**src/rtl/phase_freq_detector.sv**
```systemverilog
// Signed reference-vs-generated edge offset detector for the ADPLL loop, with
// count saturation, cycle-slip detection, power-of-two averaging and lock flag.
module phase_freq_detector #(
    parameter int WIDTH       = 8,
    parameter int SYNC_STAGES = 2,
    parameter int AVG_LOG2    = 2,
    parameter int LOCK_THRESH = 2,
    parameter int LOCK_COUNT  = 8
) (
    input  logic                    fpga_clk_i,
    input  logic                    reset_i,
    input  logic                    enable_i,
    input  logic                    reference_i,
    input  logic                    generated_i,
    output logic signed [WIDTH-1:0] pd_clock_cycles_o,
    output logic                    pd_valid_o,
    output logic                    saturated_o,
    output logic                    slip_o,
    output logic                    locked_o
);

    localparam int ACC_W = WIDTH + AVG_LOG2;
    localparam int WIN_W = (AVG_LOG2 > 0) ? AVG_LOG2 : 1;
    localparam int LCK_W = $clog2(LOCK_COUNT + 1);

    localparam logic signed [WIDTH-1:0] CNT_MAX  = {1'b0, {(WIDTH-1){1'b1}}};
    localparam logic signed [WIDTH-1:0] CNT_MIN  = {1'b1, {(WIDTH-1){1'b0}}};
    localparam logic signed [WIDTH-1:0] ONE      = WIDTH'(1);
    localparam logic [WIN_W-1:0]        WIN_LAST = WIN_W'((1 << AVG_LOG2) - 1);
    localparam logic [LCK_W-1:0]        LCK_FULL = LCK_W'(LOCK_COUNT);
    localparam logic [WIDTH:0]          THR      = (WIDTH+1)'(LOCK_THRESH);

    typedef enum logic [1:0] {IDLE, REF_LEAD, GEN_LEAD} state_t;

    function automatic logic signed [WIDTH-1:0] sat_inc(input logic signed [WIDTH-1:0] v);
        return (v == CNT_MAX) ? v : v + ONE;
    endfunction

    function automatic logic signed [WIDTH-1:0] sat_dec(input logic signed [WIDTH-1:0] v);
        return (v == CNT_MIN) ? v : v - ONE;
    endfunction

    // Magnitude needs one extra bit so that the most negative value is representable.
    function automatic logic [WIDTH:0] mag(input logic signed [WIDTH-1:0] v);
        logic signed [WIDTH:0] e;
        e = {v[WIDTH-1], v};
        return (e < 0) ? -e : e;
    endfunction

    logic [SYNC_STAGES-1:0]    ref_sync_q, ref_sync_d, gen_sync_q, gen_sync_d;
    logic                      ref_prev_q, ref_prev_d, gen_prev_q, gen_prev_d;
    state_t                    state_q, state_d;
    logic signed [WIDTH-1:0]   cnt_q, cnt_d;
    logic signed [ACC_W-1:0]   acc_q, acc_d;
    logic [WIN_W-1:0]          win_q, win_d;
    logic                      sat_flag_q, sat_flag_d;
    logic signed [WIDTH-1:0]   pd_q, pd_d;
    logic                      valid_q, valid_d, sat_q, sat_d, slip_q, slip_d;
    logic [LCK_W-1:0]          lock_cnt_q, lock_cnt_d;
    logic                      locked_q, locked_d;

    logic                      ref_edge, gen_edge, res_vld, res_sat;
    logic signed [WIDTH-1:0]   res;
    logic signed [ACC_W-1:0]   acc_sum;

    always_comb begin
        ref_sync_d = {ref_sync_q[SYNC_STAGES-2:0], reference_i};
        gen_sync_d = {gen_sync_q[SYNC_STAGES-2:0], generated_i};
        ref_prev_d = ref_sync_q[SYNC_STAGES-1];
        gen_prev_d = gen_sync_q[SYNC_STAGES-1];
        ref_edge   = ref_sync_q[SYNC_STAGES-1] & ~ref_prev_q;
        gen_edge   = gen_sync_q[SYNC_STAGES-1] & ~gen_prev_q;

        state_d    = state_q;
        cnt_d      = cnt_q;
        acc_d      = acc_q;
        win_d      = win_q;
        sat_flag_d = sat_flag_q;
        pd_d       = pd_q;
        sat_d      = sat_q;
        valid_d    = 1'b0;
        slip_d     = 1'b0;
        lock_cnt_d = lock_cnt_q;
        res_vld    = 1'b0;
        res_sat    = 1'b0;
        res        = '0;

        if (!enable_i) begin
            state_d    = IDLE;
            cnt_d      = '0;
            acc_d      = '0;
            win_d      = '0;
            sat_flag_d = 1'b0;
            lock_cnt_d = '0;
        end else begin
            case (state_q)
                IDLE: begin
                    if (ref_edge && gen_edge) begin
                        res_vld = 1'b1;
                    end else if (ref_edge) begin
                        state_d = REF_LEAD;
                        cnt_d   = '0;
                    end else if (gen_edge) begin
                        state_d = GEN_LEAD;
                        cnt_d   = '0;
                    end
                end
                REF_LEAD: begin
                    if (gen_edge) begin
                        res_vld = 1'b1;
                        res     = sat_inc(cnt_q);
                        res_sat = (cnt_q == CNT_MAX);
                        cnt_d   = '0;
                        state_d = ref_edge ? REF_LEAD : IDLE;
                    end else if (ref_edge) begin
                        slip_d = 1'b1;
                        cnt_d  = '0;
                    end else begin
                        cnt_d = sat_inc(cnt_q);
                    end
                end
                GEN_LEAD: begin
                    if (ref_edge) begin
                        res_vld = 1'b1;
                        res     = sat_dec(cnt_q);
                        res_sat = (cnt_q == CNT_MIN);
                        cnt_d   = '0;
                        state_d = gen_edge ? GEN_LEAD : IDLE;
                    end else if (gen_edge) begin
                        slip_d = 1'b1;
                        cnt_d  = '0;
                    end else begin
                        cnt_d = sat_dec(cnt_q);
                    end
                end
                default: state_d = IDLE;
            endcase

            acc_sum = acc_q + ACC_W'(res);
            if (res_vld) begin
                if (win_q == WIN_LAST) begin
                    pd_d       = WIDTH'(acc_sum >>> AVG_LOG2);
                    sat_d      = sat_flag_q | res_sat;
                    valid_d    = 1'b1;
                    acc_d      = '0;
                    win_d      = '0;
                    sat_flag_d = 1'b0;
                end else begin
                    acc_d      = acc_sum;
                    win_d      = win_q + WIN_W'(1);
                    sat_flag_d = sat_flag_q | res_sat;
                end
            end

            // Lock qualification looks at the result currently on the outputs.
            if (slip_q) begin
                lock_cnt_d = '0;
            end else if (valid_q) begin
                if (mag(pd_q) <= THR && !sat_q)
                    lock_cnt_d = (lock_cnt_q == LCK_FULL) ? lock_cnt_q : lock_cnt_q + LCK_W'(1);
                else
                    lock_cnt_d = '0;
            end
        end
        acc_sum  = acc_q + ACC_W'(res);
        locked_d = (lock_cnt_d == LCK_FULL);
    end

    always_ff @(posedge fpga_clk_i or posedge reset_i) begin
        if (reset_i) begin
            ref_sync_q <= '0;
            gen_sync_q <= '0;
            ref_prev_q <= 1'b0;
            gen_prev_q <= 1'b0;
            state_q    <= IDLE;
            cnt_q      <= '0;
            acc_q      <= '0;
            win_q      <= '0;
            sat_flag_q <= 1'b0;
            pd_q       <= '0;
            valid_q    <= 1'b0;
            sat_q      <= 1'b0;
            slip_q     <= 1'b0;
            lock_cnt_q <= '0;
            locked_q   <= 1'b0;
        end else begin
            ref_sync_q <= ref_sync_d;
            gen_sync_q <= gen_sync_d;
            ref_prev_q <= ref_prev_d;
            gen_prev_q <= gen_prev_d;
            state_q    <= state_d;
            cnt_q      <= cnt_d;
            acc_q      <= acc_d;
            win_q      <= win_d;
            sat_flag_q <= sat_flag_d;
            pd_q       <= pd_d;
            valid_q    <= valid_d;
            sat_q      <= sat_d;
            slip_q     <= slip_d;
            lock_cnt_q <= lock_cnt_d;
            locked_q   <= locked_d;
        end
    end

    assign pd_clock_cycles_o = pd_q;
    assign pd_valid_o        = valid_q;
    assign saturated_o       = sat_q;
    assign slip_o            = slip_q;
    assign locked_o          = locked_q;

endmodule

```
**config.mk**
```make
export PLATFORM = sky130hd
export DESIGN_NAME = phase_freq_detector
export DESIGN_NICKNAME = d
export VERILOG_FILES = /design/src/rtl/phase_freq_detector.sv
export SDC_FILE = /design/constraint.sdc
export NUM_CORES = 1
export LEC_CHECK = 0
export BUFFER_PORTS_ARGS = -buffer_cell sky130_fd_sc_hd__buf_2
export CORE_AREA = 2 2 103 105
export CTS_CLUSTER_DIAMETER = 30
export DETAILED_ROUTE_END_ITERATION = 8
export DIE_AREA = 0 0 105 107
export PLACE_DENSITY = 0.44
export SKIP_CTS_REPAIR_TIMING = 1
export SYNTH_ARGS = -nofsm -noshare
export SYNTH_HDL_FRONTEND = slang
export SYNTH_SLANG_ARGS = --single-unit
```
**constraint.sdc**
```tcl
create_clock -name fpga_clk_i -period 5.7 [get_ports fpga_clk_i]
set_input_delay 0.855 -clock fpga_clk_i [delete_from_list [all_inputs] [get_ports fpga_clk_i]]
set_output_delay 0.855 -clock fpga_clk_i [all_outputs]
set_load 0.01 [all_outputs]
```
# Yosys cells after proc, flatten, opt, wreduce, memory -nomap -nowiden
# Cells that the tools add are included.
totals:
  reg_bits: 45
  in_bits: 5
  output_inout_bits: 12
  elab_cells: 103
classes:
  addsub: 6
  n_lt_le_gt_ge: 2
  n_eq_ne: 13
  mux: 55
  n_bitwise: 5
  reduce_logical: 7
ops:
  columns: ["op", "count"]
  rows:
  - ["8-bit two-way mux", 13]
  - ["10-bit two-way mux", 3]
  - ["8-bit one-hot mux with 3 select lines", 1]
  - ["2-bit two-way mux", 10]
  - ["4-bit two-way mux", 5]
  - ["1-bit two-way mux", 17]
  - ["8-bit == test (second input constant)", 2]
  - ["8-bit one-hot mux with 2 select lines", 1]
  - ["10-bit by 8-bit adder with 10-bit output", 1]
  - ["9-bit by 2-bit <= comparator with 1-bit output (second input constant)", 1]
  - ["9-bit two-way mux", 1]
  - ["3-bit inequality test (second input constant)", 3]
  - ["8-bit negation with 9-bit output", 1]
  - ["8-bit by 2-bit adder with 8-bit output (second input constant)", 1]
  - ["4-bit == test (second input constant)", 2]
  - ["8-bit by 1-bit less-than comparator with 1-bit output (second input constant)", 1]
  - ["8-bit by 2-bit subtractor with 8-bit output (second input constant)", 1]
  - ["2-bit one-hot mux with 3 select lines", 1]
  - ["3-bit AND reduction", 2]
  - ["4-bit by 1-bit adder with 4-bit output (second input constant)", 1]
  - ["2-bit == test (second input constant)", 2]
  - ["4-bit by 1-bit inequality test with 1-bit output (second input constant)", 1]
  - ["4-bit inequality test (second input constant)", 1]
  - ["1-bit one-hot mux with 2 select lines", 2]
  - ["11 further kinds", 14]

# Logic depth before layout (Yosys ltp)
logic_depth:
  word_depth: 9
  mapped_depth: 16
  mapped_depth_nobuf: 15

# Worst setup path after synthesis
# No wires, ideal clock.
synth_timing:
  path_kind: "reg2reg"
  from: "register cnt_q[0]"
  to: "register pd_q[6] (netlist: pd_clock_cycles_o[6])"
  setup_time_ps: 125
  arrival_time_ps: 3433
  required_time_ps: 5575
  path_slack_ps: 2142
  stages_incl_launch_ff: 16
  n_path_buf: 1
  period_less_slack_ps: 3558
  path_cell_list: "dfrtp_1 clkbuf_1 inv_1 ha_1 nor2b_1 a31oi_1 nand2_1 o221ai_1 o211a_1 ha_1 a21o_1 a21oi_1 o21ai_0 o41ai_1 xnor2_1 mux2_2"
synth_between:
  elab_chain_len: 6
  elab_cells_between_ends: 11
  classes_between: "add/sub: 3; eq/ne: 2; mux: 6"
synth_rtl:
  columns: ["element", "line_no", "rtl"]
  rows:
  - ["from (decl)", "53", "logic signed [WIDTH-1:0] cnt_q, cnt_d;"]
  - ["from (signal assigned)", "192", "cnt_q <= cnt_d;"]
  - ["8-bit by 2-bit subtractor with 8-bit output, or another cell as far along", "40", "return (v == CNT_MIN) ? v : v - ONE;"]
  - ["8-bit two-way mux, on equally long branches", null, null]
  - ["8-bit two-way mux, on equally long branches", "123, 109", null]
  - ["8-bit one-hot mux with 2 select lines (*)", "96", "case (state_q)"]
  - ["8-bit two-way mux (*)", "88", "if (!enable_i) begin"]
  - ["10-bit by 8-bit adder with 10-bit output (*)", "139", "acc_sum = acc_q + ACC_W'(res);"]
  - ["to (signal assigned)", "196", "pd_q <= pd_d;"]
  - ["to (decl)", "57", "logic signed [WIDTH-1:0] pd_q, pd_d;"]
# Every way passes the cells marked *; elsewhere a longest branch is shown, timed or not. The select of a mux whose other input is x is not followed.
# A chain may end at the register's enable or synchronous reset.

# Final worst setup path
# Ends and elaborated chain as after synthesis.

==> out/results.tsv <==
metric	value	unit
outcome	complete, no violations	
# H-tree levels	2	
DRT iter0 DRCs	186	
Post-synth EDFFs	0	
first-pass GRT wire length	12.3	mm
Worst setup EP type	flop	
minimum clock period	4.05	ns
placed cells	459	
Pre-Repair DR Iteration Count	4	
Top FF cell, synth	dfrtp_1	
initial antenna violation count	0	
vias	2413	
FFs w/ async S/R, synth	1.00	
HP Class	reg -> reg	
grt total ovfl	0	
ant diodes	0	
maximum VDD drop	0.0985	mV
syn nets	352	
area of the multi-input gates	1720	sq um
Syn Inst Count	326	
Int Pwr	0.000459	W
synthesized area	3000	sq um
critical setup path kind	reg -> reg	
CP max stage cell	a31oi_1	
total CTS buffers	5	
CP Data Required Time	5.91	ns
CP max FO	9	
switching part of the total	0.325	
clk slew on worst S/H paths	0.10	ns
Die Width	105	um
Clock Sinks	45	
fin cells	467	
clk root buf	clkbuf_8	
unrepaired setup endpoints after global routing	no	
Filler cells	1082	
Tightest Pin Transition	1.02	ns
synthesized area per cell	9.19	sq um
Lkg Pwr	1.49	nW
Crit path largest cell delay	0.56	ns
CORE AREA	10100	sq um
Sequential Power Share	0.491	
Setup Skew	0.00838	ns
die area	11200	sq um
gpl congestion	0.823	
Yosys warning count	0	
Max Clk Rate	247	MHz
Slew HR	0.316	
post-synthesis cell type count	53	
delay-heaviest family, CP	compound AO/OA/AOI/OAI gates	
number of top-level pins	17	
CTS tree	built	
final worst-path cycle share	0.710	
final setup violation count	0	
PD cells	208	nW/um^2
worst path cell trace	inv_1 > ha_1 > nor2b_1 > a31oi_1 > nand2_1 > o221ai_1 > o211a_1 > ha_1 > a21o_1 > a21oi_1 > o21ai_0 > o41ai_1 > xnor2_1 > mux2_2	
Clock Latency Late Sink	0.31	ns
Detailed Route WL	7.14	mm
Synth top area share	0.376	
CP most frequent cell	ha_1	
vias in the first global route	2437	
NumNets Final	356	
row count	37	
vias per cell	5.17	
Initial Utilization	0.297	
clock network power share	0.314	
Comb pwr share	0.196	
DRC	0	
flops & latches, synth	45	
area grow syn2layout	8.89	%
most frequent cells after synthesis	dfrtp_1 (45), nand2_1 (29), o21ai_0 (21)	
Synth area leaders	dfrtp_1 (38%), ha_1 (8.4%), a22o_1 (5.0%), nand2_1 (3.6%), o21ai_0 (3.5%)	
DR WL/cell	15.3	um
Util after Layout	0.323	
Pins Over Slew Limit	0	
CTS Buffer Depth	2	
PortBufs	16	
hpwl dp	5.14	mm
switching pwr	0.000220	W
critical path launch point type	flop	
GRT Total Usage	0.137	
post-synthesis sequential area ratio	0.376	
WP buf/inv	1	
Yosys top cell by area	dfrtp_1	
register area	1130	sq um
largest net degree at the start of global routing	46	
Post-DRT Antenna Nets	0	
Crit path arrival time	4.25	ns
Final Hold Fails	0	
Die Height	107	um
Max Cap Viol	0	
most frequent cell after synthesis	dfrtp_1	
layout cells sized above 1	0.118	
sum of negative setup slack	0	ns
==> state kept, by name (all words and copies together), names as in the netlist, 2 cells and up <==
register,flops
acc_q,10
cnt_q,8
pd_clock_cycles_o,8
lock_cnt_q,4
gen_sync_q,2
ref_sync_q,2
state_q,2
win_q,2
==> logic make-up (layout without fill, tap and decap cells) <==
logic type,count (synthesis),after routing,synth area share
simple gates,102,102,0.187
compound gates,97,97,0.218
flops,45,45,0.376
buf+inv,39,44,0.0522
fa+ha+maj,21,21,0.0902
xor+xnor,14,14,0.0455
mux,8,8,0.0305
==> cell type report <==
class	count	area share
Clock inverter	3	0.00690
Inverter	20	0.0230
Sequential cell	45	0.345
Multi-Input combinational cell	242	0.527
Timing Repair Buffer	16	0.0245
Clock buffer	5	0.0211
Tap cell	136	0.0521
==> metrics by stage <==
step | hold WS, ns | instance area [sq um] | setup WS [ns] | power, W
3_5_place_dp | 0.336 | 3170 | 1.74 | 0.000471
6_report | 0.356 | 3260 | 1.65 | 0.000679
2_1_floorplan | 0.331 | 3000 | 2.14 | 0.000440
5_1_grt | 0.366 | 3260 | 1.29 | 0.000720
3_3_place_gp | 0.338 | 3170 | 1.77 | 0.000474
4_1_cts | 0.359 | 3260 | 1.72 | 0.000690
==> power by group through the flow <==
stage               logic (W)  clock network [W]  registers [W]
finish               0.000133           0.000213       0.000333
global placement     0.000135                  0       0.000340
global route         0.000149           0.000237       0.000335
CTS                  0.000133           0.000224       0.000333
floorplan            0.000102                  0       0.000337
detailed placement   0.000132                  0       0.000339
==> cells in the final DEF, fill, tap and decap left out, types with 3 or more instances in the layout <==
cell	netlist	routed
a22o_1	17	17
inv_1	20	19
nand2b_1	4	4
a21oi_1	20	20
a22oi_1	3	3
clkbuf_8	0	5
nor2b_1	9	9
o22ai_1	11	11
nor3_1	3	3
a31oi_1	4	4
and2_1	9	9
o221ai_1	3	3
mux2_2	5	5
dfrtp_1	45	45
xnor2_1	8	8
nand2_1	29	29
ha_1	20	20
nor2_1	13	13
clkinvlp_4	0	3
xor2_1	5	5
o21ai_0	21	21
o211a_1	3	3
nand3_1	16	16
buf_2	2	16
nand4_1	3	3
==> layer usage <==
metal	routed length, um	share of wire	global-route usage	vias to the layer above
li1	-	-	-	1193
met1	3510	0.49	0.181	1155
met2	3220	0.45	0.221	53
met3	251	0.035	0.0274	12
met4	162	0.023	0.0562	0
met5	0	0	0	-
==> final timing paths <==
path,startpoint,to,slack (ns),depth (start not counted)
max,cnt_q[0],pd_clock_cycles_o[6],1.65,14
min,gen_sync_q[0],gen_sync_q[1],0.36,0
max reg2reg,cnt_q[0],pd_clock_cycles_o[6],1.65,14
min reg2reg,gen_sync_q[0],gen_sync_q[1],0.36,0
max in group asynchronous,reset_i,pd_clock_cycles_o[7],4.34,2
min in group asynchronous,reset_i,gen_sync_q[0],0.76,2
Power figures use the tool's default switching activity.
